File: src/rtl/midi_pkg.sv
// ============================================================================
// Package : midi_pkg
// Purpose : Shared MIDI definitions for the MIDI input path: status byte
//           constants, the receiver FSM state type, the queued message record
//           and a helper returning how many data bytes a status byte needs.
// Revision: 1.0 - initial release
// ============================================================================
`default_nettype none

package midi_pkg;

  // Channel voice status bytes (high nibble; low nibble is the channel)
  localparam logic [7:0] NOTE_OFF         = 8'h80;
  localparam logic [7:0] NOTE_ON          = 8'h90;
  localparam logic [7:0] POLY_PRESSURE    = 8'hA0;
  localparam logic [7:0] CONTROL_CHANGE   = 8'hB0;
  localparam logic [7:0] PROGRAM_CHANGE   = 8'hC0;
  localparam logic [7:0] CHANNEL_PRESSURE = 8'hD0;
  localparam logic [7:0] PITCH_BEND       = 8'hE0;

  // System common / exclusive
  localparam logic [7:0] SYSEX_START      = 8'hF0;
  localparam logic [7:0] TIME_CODE        = 8'hF1;
  localparam logic [7:0] SONG_POSITION    = 8'hF2;
  localparam logic [7:0] SONG_SELECT      = 8'hF3;
  localparam logic [7:0] TUNE_REQUEST     = 8'hF6;
  localparam logic [7:0] SYSEX_END        = 8'hF7;

  // Anything at or above this is a single-byte real-time message
  localparam logic [7:0] RT_MIN           = 8'hF8;

  // Message record: {len, status, data1, data2}
  localparam int MSG_W = 26;

  typedef struct packed {
    logic [1:0] len;
    logic [7:0] status;
    logic [7:0] d1;
    logic [7:0] d2;
  } midi_msg_t;

  typedef enum logic [1:0] {
    RX_IDLE  = 2'd0,
    RX_START = 2'd1,
    RX_DATA  = 2'd2,
    RX_STOP  = 2'd3
  } rx_state_e;

  // Data bytes that follow a status byte. Zero means the status either
  // stands alone or opens no message (SysEx, undefined, tune request).
  function automatic logic [1:0] data_bytes_needed(input logic [7:0] status);
    logic [1:0] n;
    n = 2'd0;
    if (status[7] && (status < SYSEX_START)) begin
      n = ((status[7:4] == 4'hC) || (status[7:4] == 4'hD)) ? 2'd1 : 2'd2;
    end else if ((status == TIME_CODE) || (status == SONG_SELECT)) begin
      n = 2'd1;
    end else if (status == SONG_POSITION) begin
      n = 2'd2;
    end
    return n;
  endfunction

endpackage

`default_nettype wire

File: src/rtl/midi_uart_rx.sv
// ============================================================================
// Module  : midi_uart_rx
// Purpose : Oversampled 8N1 serial receiver for the MIDI opto input.
//           Synchronises the raw line, detects the start edge, samples each
//           bit in its centre and reports the byte or a framing error.
// Ports   : i_clock        system clock
//           i_clr          asynchronous active-low reset
//           i_midi_data    raw serial line (idles high)
//           o_byte         last received byte, stable during o_byte_valid
//           o_byte_valid   one-cycle pulse: byte received with good stop bit
//           o_framing_err  one-cycle pulse: stop bit sampled low
//           o_busy_reading receiver is inside a frame
// Revision: 1.0 - initial release
// ============================================================================
`default_nettype none

module midi_uart_rx #(
  parameter int CLKS_PER_BIT = 1600,
  parameter int SYNC_STAGES  = 2
) (
  input  logic       i_clock,
  input  logic       i_clr,
  input  logic       i_midi_data,
  output logic [7:0] o_byte,
  output logic       o_byte_valid,
  output logic       o_framing_err,
  output logic       o_busy_reading
);
  import midi_pkg::*;

  localparam int CNT_W = $clog2(CLKS_PER_BIT);
  localparam logic [CNT_W-1:0] C_HALF = CNT_W'(CLKS_PER_BIT / 2 - 1);
  localparam logic [CNT_W-1:0] C_FULL = CNT_W'(CLKS_PER_BIT - 1);

  logic [SYNC_STAGES-1:0] r_sync;
  logic                   r_s_prev;
  rx_state_e              r_state;
  logic [CNT_W-1:0]       r_cnt;
  logic [2:0]             r_bit;
  logic [7:0]             r_shift;
  logic                   r_byte_valid;
  logic                   r_framing_err;

  logic                   w_s;
  rx_state_e              w_state_nxt;
  logic [CNT_W-1:0]       w_cnt_nxt;
  logic [2:0]             w_bit_nxt;
  logic [7:0]             w_shift_nxt;
  logic                   w_byte_valid_nxt;
  logic                   w_framing_err_nxt;

  assign w_s = r_sync[SYNC_STAGES-1];

  always_ff @(posedge i_clock or negedge i_clr) begin
    if (!i_clr) begin
      r_sync        <= '1;
      r_s_prev      <= 1'b1;
      r_state       <= RX_IDLE;
      r_cnt         <= '0;
      r_bit         <= '0;
      r_shift       <= '0;
      r_byte_valid  <= 1'b0;
      r_framing_err <= 1'b0;
    end else begin
      r_sync        <= {r_sync[SYNC_STAGES-2:0], i_midi_data};
      r_s_prev      <= w_s;
      r_state       <= w_state_nxt;
      r_cnt         <= w_cnt_nxt;
      r_bit         <= w_bit_nxt;
      r_shift       <= w_shift_nxt;
      r_byte_valid  <= w_byte_valid_nxt;
      r_framing_err <= w_framing_err_nxt;
    end
  end

  always_comb begin
    w_state_nxt       = r_state;
    w_cnt_nxt         = r_cnt;
    w_bit_nxt         = r_bit;
    w_shift_nxt       = r_shift;
    w_byte_valid_nxt  = 1'b0;
    w_framing_err_nxt = 1'b0;
    case (r_state)
      RX_IDLE: begin
        // Falling edge on the synchronised line: aim for the start bit centre
        if (r_s_prev && !w_s) begin
          w_state_nxt = RX_START;
          w_cnt_nxt   = C_HALF;
        end
      end
      RX_START: begin
        if (r_cnt == '0) begin
          if (!w_s) begin
            w_state_nxt = RX_DATA;
            w_bit_nxt   = 3'd0;
            w_cnt_nxt   = C_FULL;
          end else begin
            // Line already back high at mid start bit: treat as a glitch
            w_state_nxt = RX_IDLE;
          end
        end else begin
          w_cnt_nxt = r_cnt - 1'b1;
        end
      end
      RX_DATA: begin
        if (r_cnt == '0) begin
          w_shift_nxt = {w_s, r_shift[7:1]};
          w_cnt_nxt   = C_FULL;
          w_bit_nxt   = r_bit + 3'd1;
          if (r_bit == 3'd7) begin
            w_state_nxt = RX_STOP;
          end
        end else begin
          w_cnt_nxt = r_cnt - 1'b1;
        end
      end
      RX_STOP: begin
        if (r_cnt == '0) begin
          w_byte_valid_nxt  = w_s;
          w_framing_err_nxt = !w_s;
          w_state_nxt       = RX_IDLE;
        end else begin
          w_cnt_nxt = r_cnt - 1'b1;
        end
      end
      default: w_state_nxt = RX_IDLE;
    endcase
  end

  assign o_byte         = r_shift;
  assign o_byte_valid   = r_byte_valid;
  assign o_framing_err  = r_framing_err;
  assign o_busy_reading = (r_state != RX_IDLE);

endmodule

`default_nettype wire

File: src/rtl/midi_rx_parser.sv
// ============================================================================
// Module  : midi_rx_parser
// Purpose : MIDI input front end: serial receiver, message parser with
//           running status, real-time interleave, SysEx skip and channel
//           filter, followed by an output message FIFO.
// Ports   : i_clock        system clock
//           i_clr          asynchronous active-low reset
//           i_midi_data    raw serial MIDI line (idles high)
//           i_msg_ready    consumer accepts o_msg_data this cycle
//           o_msg_valid    FIFO non-empty; o_msg_data/o_msg_len valid
//           o_msg_data     {status, data1, data2}, unused bytes zero
//           o_msg_len      bytes in message (1..3)
//           o_busy_reading receiver inside a frame
//           o_framing_err  one-cycle pulse on a low stop bit
//           o_overflow     sticky: a message was dropped on a full FIFO
// Revision: 1.0 - initial release
// ============================================================================
`default_nettype none

module midi_rx_parser
  import midi_pkg::*;
#(
  parameter int          CLKS_PER_BIT = 1600,
  parameter int          SYNC_STAGES  = 2,
  parameter int          FIFO_DEPTH   = 4,
  parameter logic [15:0] CHANNEL_MASK = 16'hFFFF
) (
  input  logic        i_clock,
  input  logic        i_clr,
  input  logic        i_midi_data,
  input  logic        i_msg_ready,
  output logic        o_msg_valid,
  output logic [23:0] o_msg_data,
  output logic [1:0]  o_msg_len,
  output logic        o_busy_reading,
  output logic        o_framing_err,
  output logic        o_overflow
);

  localparam int PTR_W = $clog2(FIFO_DEPTH);
  localparam logic [PTR_W:0] C_FULL_LEVEL = (PTR_W + 1)'(FIFO_DEPTH);

  // ---------------------------------------------------------------- receiver
  logic [7:0] w_byte;
  logic       w_byte_valid;
  logic       w_framing_err;

  midi_uart_rx #(
    .CLKS_PER_BIT (CLKS_PER_BIT),
    .SYNC_STAGES  (SYNC_STAGES)
  ) u_uart_rx (
    .i_clock        (i_clock),
    .i_clr          (i_clr),
    .i_midi_data    (i_midi_data),
    .o_byte         (w_byte),
    .o_byte_valid   (w_byte_valid),
    .o_framing_err  (w_framing_err),
    .o_busy_reading (o_busy_reading)
  );

  assign o_framing_err = w_framing_err;

  // ------------------------------------------------------------------ parser
  logic [7:0] r_status;
  logic       r_have_status;   // a status is armed and accepts data
  logic [1:0] r_need;
  logic       r_have_d1;       // first of two data bytes captured
  logic [7:0] r_d1;
  logic       r_sysex;
  logic       r_push;
  midi_msg_t  r_push_msg;

  logic [7:0] w_status_nxt;
  logic       w_have_status_nxt;
  logic [1:0] w_need_nxt;
  logic       w_have_d1_nxt;
  logic [7:0] w_d1_nxt;
  logic       w_sysex_nxt;
  logic       w_push_nxt;
  midi_msg_t  w_push_msg_nxt;
  logic       w_chan_pass;

  // System common messages carry no channel and are never filtered
  assign w_chan_pass = (r_status >= SYSEX_START) || CHANNEL_MASK[r_status[3:0]];

  always_comb begin
    w_status_nxt      = r_status;
    w_have_status_nxt = r_have_status;
    w_need_nxt        = r_need;
    w_have_d1_nxt     = r_have_d1;
    w_d1_nxt          = r_d1;
    w_sysex_nxt       = r_sysex;
    w_push_nxt        = 1'b0;
    w_push_msg_nxt    = '0;
    if (w_framing_err) begin
      w_have_status_nxt = 1'b0;
      w_have_d1_nxt     = 1'b0;
      w_sysex_nxt       = 1'b0;
    end else if (w_byte_valid) begin
      if (w_byte >= RT_MIN) begin
        // Real-time bytes pass straight through without disturbing state
        w_push_nxt     = 1'b1;
        w_push_msg_nxt = '{len: 2'd1, status: w_byte, d1: 8'h00, d2: 8'h00};
      end else if (w_byte[7]) begin
        // Any non-real-time status restarts assembly; only statuses that
        // expect data stay armed, which clears running status for the rest.
        w_status_nxt      = w_byte;
        w_need_nxt        = data_bytes_needed(w_byte);
        w_have_status_nxt = (data_bytes_needed(w_byte) != 2'd0);
        w_have_d1_nxt     = 1'b0;
        w_sysex_nxt       = (w_byte == SYSEX_START);
        if (w_byte == TUNE_REQUEST) begin
          w_push_nxt     = 1'b1;
          w_push_msg_nxt = '{len: 2'd1, status: w_byte, d1: 8'h00, d2: 8'h00};
        end
      end else if (r_have_status && !r_sysex) begin
        if ((r_need == 2'd1) || r_have_d1) begin
          w_push_nxt         = w_chan_pass;
          w_push_msg_nxt.len = r_need + 2'd1;
          w_push_msg_nxt.status = r_status;
          w_push_msg_nxt.d1  = (r_need == 2'd1) ? w_byte : r_d1;
          w_push_msg_nxt.d2  = (r_need == 2'd1) ? 8'h00 : w_byte;
          w_have_d1_nxt      = 1'b0;
          // Running status survives only for channel voice messages
          if (r_status >= SYSEX_START) begin
            w_have_status_nxt = 1'b0;
          end
        end else begin
          w_d1_nxt      = w_byte;
          w_have_d1_nxt = 1'b1;
        end
      end
    end
  end

  always_ff @(posedge i_clock or negedge i_clr) begin
    if (!i_clr) begin
      r_status      <= '0;
      r_have_status <= 1'b0;
      r_need        <= '0;
      r_have_d1     <= 1'b0;
      r_d1          <= '0;
      r_sysex       <= 1'b0;
      r_push        <= 1'b0;
      r_push_msg    <= '0;
    end else begin
      r_status      <= w_status_nxt;
      r_have_status <= w_have_status_nxt;
      r_need        <= w_need_nxt;
      r_have_d1     <= w_have_d1_nxt;
      r_d1          <= w_d1_nxt;
      r_sysex       <= w_sysex_nxt;
      r_push        <= w_push_nxt;
      r_push_msg    <= w_push_msg_nxt;
    end
  end

  // -------------------------------------------------------------------- FIFO
  midi_msg_t        r_mem [FIFO_DEPTH];
  logic [PTR_W-1:0] r_wr_ptr;
  logic [PTR_W-1:0] r_rd_ptr;
  logic [PTR_W:0]   r_level;
  logic             r_overflow;

  logic             w_full;
  logic             w_pop;
  logic             w_wr;
  midi_msg_t        w_head;

  assign w_full = (r_level == C_FULL_LEVEL);
  assign w_pop  = o_msg_valid && i_msg_ready;
  // A pop in the same cycle frees a slot, so a push onto a full FIFO is kept
  assign w_wr   = r_push && (!w_full || w_pop);

  always_ff @(posedge i_clock) begin
    if (w_wr) begin
      r_mem[r_wr_ptr] <= r_push_msg;
    end
  end

  always_ff @(posedge i_clock or negedge i_clr) begin
    if (!i_clr) begin
      r_wr_ptr   <= '0;
      r_rd_ptr   <= '0;
      r_level    <= '0;
      r_overflow <= 1'b0;
    end else begin
      if (w_wr) begin
        r_wr_ptr <= r_wr_ptr + 1'b1;
      end
      if (w_pop) begin
        r_rd_ptr <= r_rd_ptr + 1'b1;
      end
      if (w_wr && !w_pop) begin
        r_level <= r_level + 1'b1;
      end else if (!w_wr && w_pop) begin
        r_level <= r_level - 1'b1;
      end
      if (r_push && w_full && !w_pop) begin
        r_overflow <= 1'b1;
      end
    end
  end

  assign w_head      = r_mem[r_rd_ptr];
  assign o_msg_valid = (r_level != '0);
  assign o_msg_data  = o_msg_valid ? {w_head.status, w_head.d1, w_head.d2} : 24'h0;
  assign o_msg_len   = o_msg_valid ? w_head.len : 2'd0;
  assign o_overflow  = r_overflow;

endmodule

`default_nettype wire

File: config.mk
export PLATFORM = sky130hd
export DESIGN_NAME = midi_rx_parser
export DESIGN_NICKNAME = d
export VERILOG_FILES = /design/src/rtl/midi_pkg.sv /design/src/rtl/midi_uart_rx.sv /design/src/rtl/midi_rx_parser.sv
export SDC_FILE = /design/constraint.sdc
export NUM_CORES = 1
export LEC_CHECK = 0
export CORE_UTILIZATION = 54
export DETAILED_ROUTE_END_ITERATION = 10
export PLACE_DENSITY_LB_ADDON = 0.3
export SYNTH_ARGS = -nofsm -noshare
export SYNTH_HDL_FRONTEND = slang
export SYNTH_SLANG_ARGS = --single-unit
export TNS_END_PERCENT = 20
File: constraint.sdc
create_clock -name i_clock -period 1.94 [get_ports i_clock]
set_input_delay 0.388 -clock i_clock [delete_from_list [all_inputs] [get_ports i_clock]]
set_output_delay 0.388 -clock i_clock [all_outputs]
set_load 0.02 [all_outputs]
==> metrics.cfg <==
[floorplan]
initial_core_util = 0.563
die_h_um = 121
die_width_um = 121
num_rows = 42
coreArea_sq_mm = 0.0135
fp.dieArea_sq_mm = 0.0146
ios = 34

[critical_path]
end_kind = output port
r2r-end = r_level[2]
crit_path_max_incr_delay_ps = 510
cp.depth = 4
worstPathArrival_ps = 1910
cp_common_cell = buf_6
r2r_cells = 9
cp_top_family = flip-flops
worstPathMaxFanout = 5
cp_cell_sequence = buf_6 > mux4_2 > and2_4 > buf_6
path_buf_inv = 2
required_ps = 1550
cp-start-kind = flop
worstSetupPathType = reg -> out
reg2reg_from = r_level[2]
rrSetupSlack_ps = -120
crit_end = o_msg_data[8]
slowest_stage = dfrtp_2
startpoint = r_rd_ptr[0]

[pwr]
switchingPower_mw = 2.52
ir_worst_vdd_mv = 0.829
p_per_area_mw_per_mm2 = 992
p_int_mw = 6.76
seqPwrFrac = 0.450
clkPwrFrac = 0.362
leakage_nw = 3.89
comb_power_share = 0.188
p_sw_frac = 0.272

[grt]
grt_overflow = 0
antenna_found_initial = 0
grt_max_degree = 41
grt_pass1_vias = 4855
grt_use_total = 0.237
grt_pass1_wl_mm = 25.3

[layout]
nets = 620
drive_above_1_share = 0.347
final_cell_mix = edfxtp_1 (96), dfrtp_1 (78), buf_4 (49), nor2_1 (28), buf_6 (28)
layout_commonest_cell = edfxtp_1
num_antenna_cells = 0
area_delta_synth_final_pct = 23.1

[detailed_routing]
routed_wl_mm = 15.5
vias = 4629
route.detailed.drc = 0
ant_nets = 0
vias_per_cell = 5.87
dr.pass1.iters = 5
wl_per_cell_um = 19.6
drt-initial-drc-count = 384

[cts]
clk_latency_ps = 430
cts.path.max_buffers = 2
cts_tree = done
htree_levels = 4
cts_sinks = 178
clkTransAtPathRegs_ps = 70
cts_root_buffer = clkbuf_16
numCtsBuffers = 17

[synthesis]
async_flop_share = 0.461
yosys-mux-area-fraction = 0.114
synth_compound_area_frac = 0.0693
synth-xor-area-share = 0.00691
seq_area_frac_synth = 0.649
syn_avg_cell_area_sq_um = 14.8
ys_types = 61
ys_ff_latch = 178
synth_ff_type = edfxtp_1
synth-edff-count = 96
yosys_warnings = 0
synthAdderAreaFrac = 0.0273
postSynthCellCount = 514
yosys.area_share.simple = 0.108
synth_area_sq_mm = 0.00760
synth_top_family_by_area = multiplexers

[place]
dp_slack_ps = -361
place.gp.congestion = 0.890
numPortBuffers = 31
hpwl_mm = 9.96

[timing]
fin_setup_tns_ps = -8430
final-setup-viol-count = 27
maxSlewViolCount = 0
setup_slack_ps = -363
fmax_mhz = 434
max_slew_margin = 0.638
report.final.hold_viol_count = 0
tightest_slew_ps = 535
clock-skew-final_ps = 8.20
rsz0062_at_grt = yes
whs_ps = 357
min_period_ps = 2300
finalCritPeriodShare = 1.19

[outcome]
violations = negative setup slack
status = finished, violations left

[run]
drv_cap = 0

[hold_path]
hold_class = reg -> reg

[cell families (layout without fill, tap and decap cells)]
kind of cell	Yosys count	count (layout)
buffers and inverters	43	141
xor gates and xnor gates	6	6
other	1	2
and+or+nand+nor	142	142
AOI/OAI and AO/OA	74	74
muxes	54	54
adders and majority gates	16	16
DFF	178	178
[per-layer routing]
metal,vias to the layer above,track usage,part of all wire
li1,2113,-,-
met1,2340,0.279,0.41
met2,148,0.423,0.53
met3,28,0.0472,0.043
met4,0,0.0972,0.020
met5,-,0,0
[registers in the layout (all words and copies together), names as in the netlist, 2 cells and up, named ones only]
name and count:
u_uart_rx.r_sync 2, r_status 8, r_mem 96, r_rd_ptr 2, r_push_msg 24, u_uart_rx.o_byte 8
u_uart_rx.r_cnt 11, r_d1 7, u_uart_rx.r_bit 3, r_level 3, r_need 2, r_wr_ptr 2
[area by class of cell]
cell class              instances  area [sq um]
clock inverters                14           151
clock buffers                  18           429
repair buffers                 93           936
well taps                     176           220
flip-flops and latches        178          4940
multi-input cells             294          2620
fillers                       877          4150
inverters                      16          60.1
[per-stage QoR]
step / area [sq um] / utilization / cells / total power, mW
after global routing: 9360 / 0.693 / 789 / 9.66
after floorplan: 7650 / - / 515 / 5.28
after global placement: 8560 / 0.634 / 752 / 5.85
after CTS: 9370 / 0.694 / 792 / 9.27
final: 9360 / 0.693 / 789 / 9.28
after detailed placement: 8560 / 0.634 / 752 / 5.92
[synthesized netlist by cell type (3+ instances only)]
library cell,instances,share of area
edfxtp_1,96,0.38
dfrtp_1,79,0.26
and2_1,33,0.027
nor2_1,28,0.014
mux4_2,24,0.071
nand2_1,22,0.011
mux2_2,20,0.030
clkbuf_1,16,0.0079
inv_1,16,0.0079
ha_1,15,0.025
a21oi_1,13,0.0086
o21ai_0,12,0.0079
mux2i_1,10,0.013
nor3_1,10,0.0066
o21a_1,10,0.0099
nand3_1,9,0.0059
buf_2,6,0.0039
nand4_1,6,0.0049
nand2b_1,5,0.0041
o221a_2,5,0.0074
a21o_1,4,0.0039
a31oi_1,4,0.0033
nor4b_1,4,0.0046
o211ai_1,4,0.0039
xnor2_1,4,0.0046
a2bb2oi_1,3,0.0035
a41oi_1,3,0.0035
and3_1,3,0.0025
buf_4,3,0.0030
dfstp_2,3,0.010
o31ai_1,3,0.0030
or3_1,3,0.0025
[worst min-delay path by stage]
| stage | start | end | slack (ps) | depth (start not counted) |
|---|---|---|---|---|
| after floorplan | i_clr | async pin | 90 | 0 |
| after global placement | i_clr | r_d1[6] | 290 | 1 |
| after detailed placement | i_clr | r_d1[2] | 290 | 1 |
| after CTS | i_midi_data | u_uart_rx.r_sync[0] | 340 | 1 |
| after global routing | i_midi_data | u_uart_rx.r_sync[0] | 340 | 1 |
| final | u_uart_rx.r_sync[0] | u_uart_rx.r_sync[1] | 360 | 0 |
[worst reg2reg max path: stages, from the launching register on]
cell     delay, ps
dfrtp_1        380
or3_4          400
buf_12         180
nand2_8         90
ha_4           130
inv_2           40
fa_2           330
xor2_1         140
nor2_1         120
xor2_1         170
[power groups by stage]
stage / clock, mW / sequential, mW / combinational (mW)
6_report: 3.36 / 4.18 / 1.75
4_1_cts: 3.40 / 4.17 / 1.70
2_1_floorplan: 0 / 4.23 / 1.05
3_5_place_dp: 0 / 4.25 / 1.67
3_3_place_gp: 0 / 4.24 / 1.62
5_1_grt: 3.55 / 4.19 / 1.91
[timing repair]
action / in CTS / in global routing
pin swaps: 20 / 8
buffers inserted: 4 / 0
endpoints found under the setup margin: 34 / 49
resized for setup: 171 / 27
gates cloned: 3 / 0
endpoints found under the hold margin: 16 / 0
hold buffers: 1 / 0
Note: power is estimated with default switching activity, not from simulation.
